==> src/rtl/reservation_station.sv <==
// rtl/reservation_station.sv - eight-entry reservation station with dual-CDB wakeup and in-order-priority ALU issue
module reservation_station (
    input  logic        clk,
    input  logic        rst,
    input  logic        rdy,
    input  logic        Dispatch_S,
    input  logic [5:0]  Dispatch_Op,
    input  logic [31:0] Dispatch_A,
    input  logic [3:0]  Dispatch_Reorder,
    input  logic [31:0] Dispatch_pc,
    input  logic        Dispatch_Type_j,
    input  logic        Dispatch_Type_k,
    input  logic [31:0] Dispatch_Value_j,
    input  logic [31:0] Dispatch_Value_k,
    input  logic        ALU_CDB_S,
    input  logic [3:0]  ALU_CDB_Reorder,
    input  logic [31:0] ALU_CDB_Value,
    input  logic        LSB_CDB_S,
    input  logic [3:0]  LSB_CDB_Reorder,
    input  logic [31:0] LSB_CDB_Value,
    input  logic        ROB_clear,
    output logic        RS_full,
    output logic [2:0]  RS_free_pos,
    output logic        ALU_S,
    output logic [5:0]  ALU_Op,
    output logic [31:0] ALU_Vj,
    output logic [31:0] ALU_Vk,
    output logic [31:0] ALU_A,
    output logic [31:0] ALU_pc,
    output logic [3:0]  ALU_Reorder
);

    localparam int N = 8;

    logic [N-1:0] busy;
    logic [N-1:0] qj;
    logic [N-1:0] qk;
    logic [5:0]   op  [N];
    logic [31:0]  a   [N];
    logic [31:0]  pc  [N];
    logic [31:0]  vj  [N];
    logic [31:0]  vk  [N];
    logic [3:0]   rob [N];

    logic [N-1:0] ready;
    logic [2:0]   sel;
    logic         any_ready;

    // Replace a waiting tag with a CDB result; the ALU bus wins a tie.
    function automatic logic [32:0] resolve(input logic q, input logic [31:0] v);
        if (q && ALU_CDB_S && (ALU_CDB_Reorder == v[3:0]))
            return {1'b0, ALU_CDB_Value};
        if (q && LSB_CDB_S && (LSB_CDB_Reorder == v[3:0]))
            return {1'b0, LSB_CDB_Value};
        return {q, v};
    endfunction

    // Lowest free slot, full flag, and lowest ready slot from registered state.
    always_comb begin
        RS_free_pos = 3'd0;
        RS_full     = &busy;
        ready       = busy & ~qj & ~qk;
        sel         = 3'd0;
        any_ready   = |ready;
        for (int i = N - 1; i >= 0; i--) begin
            if (!busy[i])
                RS_free_pos = 3'(i);
            if (ready[i])
                sel = 3'(i);
        end
    end

    // Entry storage, wakeup, dispatch and issue register update.
    always_ff @(posedge clk) begin
        if (rst) begin
            busy        <= '0;
            qj          <= '0;
            qk          <= '0;
            ALU_S       <= 1'b0;
            ALU_Op      <= '0;
            ALU_Vj      <= '0;
            ALU_Vk      <= '0;
            ALU_A       <= '0;
            ALU_pc      <= '0;
            ALU_Reorder <= '0;
            for (int i = 0; i < N; i++) begin
                op[i]  <= '0;
                a[i]   <= '0;
                pc[i]  <= '0;
                vj[i]  <= '0;
                vk[i]  <= '0;
                rob[i] <= '0;
            end
        end else if (rdy) begin
            if (ROB_clear) begin
                busy  <= '0;
                ALU_S <= 1'b0;
            end else begin
                for (int i = 0; i < N; i++) begin
                    if (busy[i]) begin
                        {qj[i], vj[i]} <= resolve(qj[i], vj[i]);
                        {qk[i], vk[i]} <= resolve(qk[i], vk[i]);
                    end
                end
                if (any_ready) begin
                    ALU_S       <= 1'b1;
                    ALU_Op      <= op[sel];
                    ALU_Vj      <= vj[sel];
                    ALU_Vk      <= vk[sel];
                    ALU_A       <= a[sel];
                    ALU_pc      <= pc[sel];
                    ALU_Reorder <= rob[sel];
                    busy[sel]   <= 1'b0;
                end else begin
                    ALU_S <= 1'b0;
                end
                // The free slot is never the issuing slot, so both writes coexist.
                if (Dispatch_S && !RS_full) begin
                    busy[RS_free_pos] <= 1'b1;
                    op[RS_free_pos]   <= Dispatch_Op;
                    a[RS_free_pos]    <= Dispatch_A;
                    pc[RS_free_pos]   <= Dispatch_pc;
                    rob[RS_free_pos]  <= Dispatch_Reorder;
                    {qj[RS_free_pos], vj[RS_free_pos]} <= resolve(Dispatch_Type_j, Dispatch_Value_j);
                    {qk[RS_free_pos], vk[RS_free_pos]} <= resolve(Dispatch_Type_k, Dispatch_Value_k);
                end
            end
        end
    end

endmodule

==> config.mk <==
export PLATFORM = sky130hd
export DESIGN_NAME = reservation_station
export DESIGN_NICKNAME = d
export VERILOG_FILES = /design/src/rtl/reservation_station.sv
export SDC_FILE = /design/constraint.sdc
export NUM_CORES = 2
export LEC_CHECK = 0
export BUFFER_PORTS_ARGS = -buffer_cell sky130_fd_sc_hd__buf_4
export CORE_ASPECT_RATIO = 1.5
export CORE_UTILIZATION = 35
export DETAILED_ROUTE_END_ITERATION = 10
export PLACE_DENSITY = 0.5
export SYNTH_ARGS = -nofsm -noshare
export SYNTH_HDL_FRONTEND = slang
export SYNTH_SLANG_ARGS = --single-unit
==> constraint.sdc <==
create_clock -name clk -period 4.3 [get_ports clk]
set_clock_uncertainty 0.1 [all_clocks]
set_input_delay 0.645 -clock clk [delete_from_list [all_inputs] [get_ports clk]]
set_output_delay 0.645 -clock clk [all_outputs]
set_load 0.01 [all_outputs]
# == After elaboration in Yosys (flattened, before gate mapping) ==
# Memories as Yosys holds them, arrays and structs flattened. A register that Yosys moved wholly into a read port is not among the register bits.
# Index checks and enable logic that the tools add are counted.
# word_totals
regBits,601
ram_bits,592
input_bits,219
memories,4
# mem_list
memory,depth,word_bits,read_ports,rd_clocked_by_memory_dff,write_ports,line_no,rtl
a,8,32,1,1,8,39,logic [31:0] a [N];
pc,8,32,1,1,8,40,logic [31:0] pc [N];
op,8,6,1,1,8,38,logic [5:0] op [N];
rob,8,4,1,1,8,43,logic [3:0] rob [N];
# classes
order_cmp,7
eq_ne,36
mux,469
bitwise,10
reduce_logical,85
# ops
operator,count
$mux W33,80
$mux W32,71
$bwmux W256,2
$mux W256,2
$mux W1,277
$bmux W32 S3,2
$eq A4 B4 Y1,36
$demux W32 S3,1
$logic_and A1 B1 Y1,76
$mux W8,8
$reduce_or A32 Y1,2
$mux W3,20
$and A8 B8 Y8,3
$not A8 Y8,3
$bwmux W8,2
$ge A4 B4 Y1 const B,2
$lt A3 B4 Y1 const B,2
$not A3 Y4,2
$or A8 B8 Y8,1
$reduce_and A8 Y1,1
$reduce_or A8 Y1,1
$demux W1 S3,2
$ge A3 B1 Y1 const B,2
$mux W6,1
8 further kinds,8

# == Logic depth before layout (Yosys ltp) ==
# logic_depth
word_depth,24
mapped_depth,11

# == Worst setup path after synthesis ==
# OpenSTA, ideal clock, no wires.
# synth_timing
kind,input to register
startpoint,in ROB_clear
endpoint,mem a[1][0] (enable)
setup_ps,434
t_arrival_ps,3748
path_slack_ps,18
path_stages,8
cell_sequence,nand2b_1 -> clkbuf_1 -> nor2_1 -> clkbuf_1 -> clkbuf_1 -> nand2_1 -> clkbuf_1 -> nand2_1
# synth_rtl
element,line_no,rtl
"start, declared",21,"input logic ROB_clear,"
"end, declared",39,

# == Final worst setup path ==
# layout_timing
startpoint,reg qj[2]
endpoint,reg ALU_pc[28] (read register of pc)
# layout_between
elab_chain_len,6
word_cells_on_any_way,8
# layout_lines
element,line_no,rtl
"start, declared",36,logic [N-1:0] qj;
"start signal, assigned by index",101,"{qj[i], vj[i]} <= resolve(qj[i], vj[i]);"
"start signal, assigned by index",124,"{qj[RS_free_pos], vj[RS_free_pos]} <= resolve(Dispatch_Type_j, Dispatch_Value_j);"
$not A8 Y8 *,62,ready = busy & ~qj & ~qk;
$and A8 B8 Y8 * (2 in series),62,
$mux W3 (3 in series),68,if (ready[i])
"end, declared",29,"output logic [31:0] ALU_pc,"
# Mark *: on every way between the ends. The rest lies on a longest branch, timed or not.
# A chain may end at the register's enable or synchronous reset.

==> run metrics <==
status finished clean; sequential share of the synthesized area between 40% and 50%; Tot GR Track Use 36.4%; Cell Area, Synth 72400 um^2; final period utilization roughly 85%; Final Hold Fails 0; setup ws final 0.625 ns; Routed WL 396 mm; Final GP Congestion 0.979; via count 74.3k; Crit Reg-Reg Startpoint qj[2]$_SDFFE_PP0P_; yosys warns 0; CP max-delay cell o31ai_4; delay-heaviest family, CP compound AO/OA/AOI/OAI gates; top post-synthesis cells by area edfxtp_1 (25%), dfxtp_1 (19%), mux2i_1 (4.5%), and3_1 (4.5%), clkbuf_1 (4.1%); HPWL Detailed 241 mm; Initial Util between 30% and 40%; Hold Crit Class in -> reg; Area Overhead vs Synth 15.5%; htree depth 4; DR WL/cell 37.4 um; critical path type reg -> reg; Hold WS 0.0288 ns; hold path start Dispatch_pc[21]; Detailed Routing Iterations Pass 1 10; Clock Tree Buf Depth 4; Synth top area share roughly a quarter; IO Count 362; CTS tree yes; FF-to-FF path depth 6; slew margin rel. roughly 3.5%; max-slew violation count 0; Clock Sinks 1267; Die W ~370 um; DR iter-0 viols ~11k; RSZ-0062 raised after global routing no; flop-to-flop setup slack 0.63 ns; vias in the first global route roughly 71k; endpoints failing setup 0; layout cells sized above 1 15.4%; crit-path max FO 27; r2r endpoint ALU_pc[28]$_SDFFE_PP0P_; Die Y around 560 um; Fin Setup TNS 0 ns; initial antenna violation count 31; Worst-path clk slew ~0.06 ns; Port Buffers around 360; cell taking the most area after synthesis edfxtp_1; drt drc 0; most common cell after layout, fill and taps aside dfxtp_1; Synth Register Bits 1267; Root Buffer clkbuf_16; commonest cells after routing, fill and taps aside dfxtp_1 (671), edfxtp_1 (592), buf_4 (589); Core Region ~210000 um^2; Post-CTS Setup Inserts 0; Syn Nets 8151; non-filler cells in the finished layout 10.6k; Clk Latency, worst-skew pair 0.88 ns; Syn Inst Count a little under 8k; CP arrival about 4.3 ns; CP required ~5 ns; crit start category register; Final nets 8019; Netlist cell types 91; Via density approximately 7; die area 209000 um^2; antenna-violating nets left 0; Cell Pwr Density 346 nW/um^2; Num CTS Buffers 150; # rows 204; first-pass GRT wire length 552 mm; Static Leakage 31.8 nW; sum of buffers and inverters on the critical path 1; maximum clock rate 0.272 GHz; Avg Cell Area, Syn ~9.1 um^2; Critical Path Max Stage Delay 1.09 ns; hold path cells 2; CP endpoint kind register; pin count of the biggest net entering global routing 203; Slew @ Worst Pin 1.44 ns; Tmin final 3.67 ns; prevailing post-synth register cell dfxtp_1; total global routing overflow 0; Setup crit start qj[2]$_SDFFE_PP0P_; worst hold path endpoint pc[3][21]$_SDFFCE_PN0P_; max-cap violations 0; number of synthesized flops with an enable pin a little under 600; maximum vdd drop 0.000354 V; FFs w/ async S/R, synth 0%; cell chain of the critical path nor3b_1 -> or4_4 -> o31ai_4 -> buf_12 -> a221oi_1 -> a311oi_1; placed insts 10.3k; dpl ws ~0.69 ns
-- cell type report --
type / count / area (um^2)
diodes: 8 / 20.0
clock buffers: 210 / 4230
clock inverters: 49 / 518
fillers: 20200 / 122000
inverters: 137 / 524
multi-input cells: 5550 / 37200
flip-flops and latches: 1267 / 31300
well taps: 2678 / 3350
repair buffers: 694 / 6500
-- routing by layer --
metal / vias up / part of all wire, % / GRT usage, % / routed length (um)
met5: - / 0.063 / 0 / 249
met4: 38 / 7.8 / 24.2 / 31000
met3: 1786 / 11 / 10.2 / 43500
met2: 5649 / 45 / 57.7 / 178000
met1: 36500 / 36 / 42.9 / 144000
li1: 30400 / - / - / -
-- worst max-delay path by stage --
stage,to,slack (ns),depth (start not counted)
2_1_floorplan,a[1][0]$_SDFFCE_PN0P_,0.02,8
3_3_place_gp,vj[209]$_SDFFE_PP0P_,0.62,7
3_5_place_dp,vj[209]$_SDFFE_PP0P_,0.69,7
4_1_cts,vk[33]$_SDFFE_PP0P_,0.79,6
5_1_grt,vk[34]$_SDFFE_PP0P_,0.60,6
6_report,ALU_pc[28]$_SDFFE_PP0P_,0.63,6
-- metrics by stage --
step / power, mW / cell area [um^2] / util (%)
finish: 28.9 / 83600 / 40.7
global route: 29.5 / 83600 / 40.6
CTS: 28.9 / 83600 / 40.6
detailed placement: 16.0 / 78900 / 38.3
global placement: 16.0 / 78900 / 38.3
floorplan: 14.6 / 72400 / -
-- worst reg2reg max path, delay by kind of cell (launching register included) --
kind | cells | cell delay (ns)
flops | 1 | 0.60
simple gates | 2 | 0.96
buf+inv | 1 | 0.35
compound gates | 3 | 1.56
-- power by group --
part	switching [mW]	internal, mW
clock network	5.63	7.45
registers	0.160	12.9
logic	2.04	0.732
total	7.82	21.1
-- Yosys cell counts (all sizes together), types with 48 or more instances --
cell and count:
clkbuf 785, o221a 112, nor2 311, xnor2 48, a211oi 240, nor4 131, nor3 112, xor2 64
mux2i 329, a21o 55, and2 320, nand2 541, o2111ai 68, a221o 53, o21ai 315, buf 193
o221ai 146, a311oi 101, inv 125, nor2b 60, a31oi 213, nand3 410, o31ai 125, and3 520
a21oi 258, a221oi 133, a31o 58, a22oi 98, nand4 70, o211ai 55, o22ai 194, edfxtp 592
dfxtp 675
-- flip-flops by register name (all words and copies together) (netlist names), 4 cells and up --
name         flops
ALU_Reorder      4
ALU_Vj          32
pc             256
ALU_pc          32
rob             32
vj             256
qj               8
ALU_A           32
op              48
ALU_Op           6
vk             256
a              256
busy             8
qk               8
ALU_Vk          32
-- what timing repair did --
| item | in CTS | in global routing |
|---|---|---|
| resized for setup | 0 | 0 |
| endpoints found under the hold margin | 4 | 0 |
| hold buffers | 1 | 0 |
-- kinds of logic after synthesis --
| family | after synthesis | share of synthesized area (%) |
|---|---|---|
| XOR/XNOR | 112 | 1.36 |
| multiplexers | 361 | 5.05 |
| buffers and inverters | 1115 | 6.16 |
| AND/OR/NAND/NOR | 2579 | 18.7 |
| flip-flops | 1267 | 43.2 |
| AO/OA/AOI/OAI | 2498 | 25.5 |
Power figures use the tool's default switching activity.
